### src/rtl/fifo_rd_stream_pkg.sv
// Shared types and constants for the FIFO read-side stream stage.
package fifo_rd_stream_pkg;

  typedef enum logic {
    RUN   = 1'b0,
    FLUSH = 1'b1
  } rs_state_e;

  localparam int MIN_BUF_DEPTH = 3;

endpackage

### src/rtl/fifo_rd_stream_buf.sv
// rd_stream_buf: small circular output buffer with push/pop, head data and occupancy.
module rd_stream_buf
  import fifo_rd_stream_pkg::*;
#(
  parameter  int DATA_WIDTH = 16,
  parameter  int BUF_DEPTH  = 4,
  localparam int PTR_W      = $clog2(BUF_DEPTH),
  localparam int OCC_W      = $clog2(BUF_DEPTH + 1)
) (
  input  logic                  clk,
  input  logic                  rst_n,
  input  logic                  clear,
  input  logic                  push,
  input  logic [DATA_WIDTH-1:0] push_data,
  input  logic                  pop,
  output logic [DATA_WIDTH-1:0] head_data,
  output logic [OCC_W-1:0]      occ
);

  if (BUF_DEPTH < MIN_BUF_DEPTH || BUF_DEPTH > 16) begin : g_depth_check
    $error("rd_stream_buf: BUF_DEPTH must be in 3..16");
  end

  logic [DATA_WIDTH-1:0] mem [BUF_DEPTH];
  logic [PTR_W-1:0]      head;
  logic [PTR_W-1:0]      tail;
  logic                  do_push;
  logic                  do_pop;

  // Pointers wrap explicitly so non-power-of-two depths work.
  function automatic logic [PTR_W-1:0] ptr_inc(input logic [PTR_W-1:0] p);
    logic [PTR_W-1:0] nxt;
    nxt = (p == PTR_W'(BUF_DEPTH - 1)) ? '0 : p + 1'b1;
    return nxt;
  endfunction

  assign do_pop    = pop && (occ != '0);
  assign do_push   = push && ((occ != OCC_W'(BUF_DEPTH)) || do_pop);
  assign head_data = mem[head];

  always_ff @(posedge clk or negedge rst_n) begin
    if (!rst_n) begin
      head <= '0;
      tail <= '0;
      occ  <= '0;
      for (int i = 0; i < BUF_DEPTH; i++) begin
        mem[i] <= '0;
      end
    end else if (clear) begin
      head <= '0;
      tail <= '0;
      occ  <= '0;
    end else begin
      if (do_push) begin
        mem[tail] <= push_data;
        tail      <= ptr_inc(tail);
      end
      if (do_pop) begin
        head <= ptr_inc(head);
      end
      unique case ({do_push, do_pop})
        2'b10:   occ <= occ + 1'b1;
        2'b01:   occ <= occ - 1'b1;
        default: occ <= occ;
      endcase
    end
  end

endmodule

### src/rtl/fifo_rd_stream.sv
// Read-side drain stage: credit-tracked FIFO reads into an output buffer, valid/ready stream out.
// Optional feature macro RD_STREAM_CNT_EN adds the word_cnt handshake counter output.
module fifo_rd_stream
  import fifo_rd_stream_pkg::*;
#(
  parameter int DATA_WIDTH = 16,
  parameter int BUF_DEPTH  = 4
) (
  input  logic                  clk,
  input  logic                  rst_n,
  input  logic                  fifo_empty,
  input  logic [DATA_WIDTH-1:0] fifo_data_out,
  input  logic                  fifo_underflow,
  output logic                  fifo_rd_en,
  input  logic                  flush,
  output logic                  m_valid,
  input  logic                  m_ready,
  output logic [DATA_WIDTH-1:0] m_data,
  output logic                  err_underflow
`ifdef RD_STREAM_CNT_EN
  ,
  output logic [15:0]           word_cnt
`endif
);

  localparam int OCC_W = $clog2(BUF_DEPTH + 1);
  localparam logic [OCC_W:0] CREDIT_MAX = (OCC_W + 1)'(BUF_DEPTH);

  rs_state_e        state;
  rs_state_e        state_nxt;
  logic             inflight;
  logic [OCC_W-1:0] occ;
  logic [OCC_W:0]   credit_used;
  logic             push;
  logic             pop;
  logic             buf_clear;

  // An in-flight read already owns a buffer slot, so it counts against the credit.
  assign credit_used = {1'b0, occ} + {{OCC_W{1'b0}}, inflight};

  rd_stream_buf #(
    .DATA_WIDTH (DATA_WIDTH),
    .BUF_DEPTH  (BUF_DEPTH)
  ) u_buf (
    .clk       (clk),
    .rst_n     (rst_n),
    .clear     (buf_clear),
    .push      (push),
    .push_data (fifo_data_out),
    .pop       (pop),
    .head_data (m_data),
    .occ       (occ)
  );

  always_ff @(posedge clk or negedge rst_n) begin
    if (!rst_n) begin
      state    <= RUN;
      inflight <= 1'b0;
    end else begin
      state    <= state_nxt;
      inflight <= fifo_rd_en;
    end
  end

  // In FLUSH the buffer is cleared and any word landing from the FIFO is dropped.
  always_comb begin
    state_nxt  = state;
    fifo_rd_en = 1'b0;
    m_valid    = 1'b0;
    push       = 1'b0;
    pop        = 1'b0;
    buf_clear  = 1'b0;
    case (state)
      RUN: begin
        fifo_rd_en = !flush && !fifo_empty && (credit_used < CREDIT_MAX);
        m_valid    = (occ != '0);
        pop        = m_valid && m_ready;
        push       = inflight;
        if (flush) begin
          state_nxt = FLUSH;
        end
      end
      FLUSH: begin
        buf_clear = 1'b1;
        if (!flush && !inflight) begin
          state_nxt = RUN;
        end
      end
    endcase
  end

  always_ff @(posedge clk or negedge rst_n) begin
    if (!rst_n) begin
      err_underflow <= 1'b0;
    end else if (fifo_underflow) begin
      err_underflow <= 1'b1;
    end
  end

`ifdef RD_STREAM_CNT_EN
  // Free-running handshake count; flush deliberately leaves it alone.
  always_ff @(posedge clk or negedge rst_n) begin
    if (!rst_n) begin
      word_cnt <= '0;
    end else if (pop) begin
      word_cnt <= word_cnt + 16'd1;
    end
  end
`endif

endmodule
### config.mk
export PLATFORM = sky130hd
export DESIGN_NAME = fifo_rd_stream
export DESIGN_NICKNAME = d
export VERILOG_FILES = /design/src/rtl/fifo_rd_stream_pkg.sv /design/src/rtl/fifo_rd_stream_buf.sv /design/src/rtl/fifo_rd_stream.sv
export SDC_FILE = /design/constraint.sdc
export NUM_CORES = 1
export LEC_CHECK = 0
export CAP_MARGIN = 20
export CELL_PAD_IN_SITES_DETAIL_PLACEMENT = 2
export CELL_PAD_IN_SITES_GLOBAL_PLACEMENT = 2
export CORE_MARGIN = 8
export CORE_UTILIZATION = 25
export CTS_CLUSTER_DIAMETER = 200
export DETAILED_ROUTE_END_ITERATION = 16
export GPL_TIMING_DRIVEN = 0
export HOLD_SLACK_MARGIN = 0.15
export PLACE_DENSITY_LB_ADDON = 0.12
export SETUP_SLACK_MARGIN = 0.15
export SYNTH_ARGS = -nofsm -noshare
export SYNTH_HDL_FRONTEND = slang
export SYNTH_SLANG_ARGS = --single-unit
### constraint.sdc
create_clock -name clk -period 2.2 [get_ports clk]
set_input_delay 0.44 -clock clk [delete_from_list [all_inputs] [get_ports clk]]
set_output_delay 0.44 -clock clk [all_outputs]
set_load 0.02 [all_outputs]
==> metrics <==
syn_nets=252; layout cells sized above 1=57.6%; synthesis-to-layout area growth=39.7%; worst path bufs/invs=2; die area=18800 µm²; slowest cell delay on critical path=0.50 ns; WL/cell=19.1 µm; critical path type=in -> out; CP max FO=2; Final ANT Viol Nets=0; CP required=1.76 ns; r2r setup slk=0.19 ns; GRT Resource Usage Total=10.7%; number of global-route vias before repair=2584; M1 GR Usage=12.9%; routing usage on met3=4.04%; CP max stage cell=or4_4; number of H-tree levels=3; Worst Tran Pin Value=0.462 ns; power density cells=753 nW/µm²; Layout Nets=339; Place WS=-0.719 ns; crit start category=primary input; Worst Path Arrival=1.67 ns; worst skew pair latency=0.34 ns; CTS Sinks=74; minimum clock period=2.11 ns; most frequent cells in the layout=dfrtp_1, mux2_4, buf_4; routed via count=2226; final-report setup violation count=0; CP endpoint kind=output pin; Die X=137 µm; area occupied by multi-input gates=1720 µm²; first-pass GRT wire length=14.9 mm; syn_area_per_cell=16.3 µm²; Clock Skews=0.00672 ns; FF/Latch Area=1850 µm²; Slew Viols, Final=0; Cell Chain, Critical Path=clkdlybuf4s50_1 > or4_4 > a31oi_4 > buf_6; drt pass-1 iters=4; initial antenna violation count=0; Filler cells=1444; min setup slack post-route=0.0857 ns; leak pwr=2.42 nW; Max IR drop VDD=371 µV; CTS tree=done; CTS root buffer=clkbuf_16; Largest delay share family, worst path=buffers and inverters; Initial Util=25.4%; Die Span Y=137 µm; Detailed Route Iter0 Violations=60; Seq/Total Area, Yosys=50.5%; area of the core=14400 µm²; GR peak layer=met2; Post-synth EDFFs=0; commonest non-fill, non-tap cell in the layout=dfrtp_1; CTS Buf Count=9; placer congestion estimate=0.703; Post-Syn Area=3670 µm²; Power Total=3.86 mW; Cells after Synth=225; Worst Hold Class=reg -> reg; max_cap viols=0; Area after DPL=4360 µm²; Fmax achieved=473 MHz; top_reg_cell synth=dfrtp_1; post-route cell area=5120 µm²; GRT met2 Usage=17.6%; Final Hold Viols=0; input/output buffers=40; GRT overflow=0; Via density=4.45; FFs w/ async S/R, synth=100%; CTS clk-pin slew, worst paths=0.06 ns; I/O pins=41; RSZ-0062 raised after global routing=yes; CTS max path bufs=2; Antenna diodes=0; final hold slack=0.474 ns; Ys Warns=0; DP HPWL=5.91 mm; Yosys reg bits=74; Final period util=96.1%; Slew Limit Headroom=69.2%; Total Routed Length=9.56 mm; status=finished clean; DRC errors left=0; largest net degree at the start of global routing=44; Distinct cells, synth=40; row cnt=44
[through the flow]
| stage | util, % | cells | setup TNS (ns) |
|---|---|---|---|
| after floorplan | - | 225 | 0 |
| after CTS | 33.4 | 479 | -0.0142 |
| after detailed placement | 30.2 | 450 | -23.56 |
| final | 35.5 | 500 | 0 |
| after global placement | 30.0 | 449 | -191.20 |
| after global routing | 35.5 | 500 | 0 |
[kinds of logic (layout without fill, tap and decap cells)]
group	after synthesis	after routing	share of synthesized area (%)
flops	74	74	50.5
compound gates	19	19	3.96
simple gates	23	23	4.95
xor+xnor	3	3	0.717
buf+inv	20	111	4.13
fa+ha+maj	5	5	1.91
mux	81	81	33.8
[power breakdown]
group	internal (mW)	leakage [nW]	total, mW	switching [mW]
Combinational	0.520	1.30	0.889	0.369
Sequential	1.51	0.982	1.60	0.0852
Clock	0.784	0.134	1.37	0.591
[repair_timing]
action                                 CTS  global route
hold buffers                             1             0
pin swaps                                8             6
endpoints found under the hold margin   31             0
setup endpoints to repair               60            53
resized for setup                      112            20
gates cloned                             1             3
buffers inserted                        12            18
[registers in the layout (all words and copies together) (netlist names)]
signal,count
u_buf.occ,3
u_buf.tail,2
err_underflow,1
inflight,1
u_buf.head,2
u_buf.mem,64
state,1
[layer usage]
layer | share of wire (%) | vias up
met2 | 50 | 36
met5 | 0 | -
met4 | 0.84 | 0
met1 | 45 | 1163
met3 | 4.4 | 9
li1 | - | 1018
[area by class of cell]
class | instances | share of cell area [%]
plain buffers | 16 | 4.74
clock buffers | 10 | 4.67
clock inverters | 5 | 0.611
inverters | 4 | 0.293
multi-input cells | 131 | 33.5
flip-flops and latches | 74 | 36.2
well taps | 184 | 4.49
repair buffers | 76 | 15.6
[worst paths after layout]
check,start,to,depth (start not counted)
setup / recovery,flush,fifo_rd_en,4
hold / removal,err_underflow,err_underflow,1
setup reg to reg,u_buf.occ[0],u_buf.occ[2],7
hold reg to reg,err_underflow,err_underflow,1
max in group asynchronous,rst_n,u_buf.mem[0],3
min in group asynchronous,rst_n,u_buf.mem[56],2
[worst reg2reg max path: cells and delay by family (launching register included)]
kind | cells | cell delay, ns
flops | 1 | 0.41
compound gates | 3 | 0.54
buf+inv | 1 | 0.16
fa+ha+maj | 1 | 0.35
simple gates | 2 | 0.44
[synth_stat cells, drive strengths merged, types with 3 or more instances]
| cell type | instances | area (µm²) |
|---|---|---|
| ha | 4 | 50.1 |
| a21oi | 3 | 15.0 |
| nor3 | 3 | 15.0 |
| inv | 4 | 15.0 |
| nand3 | 5 | 75.1 |
| clkbuf | 7 | 26.3 |
| dfrtp | 74 | 1850 |
| nor2 | 5 | 18.8 |
| mux2 | 64 | 871 |
| mux4 | 16 | 360 |
| buf | 9 | 110 |
(Power assumes the default switching activity.)
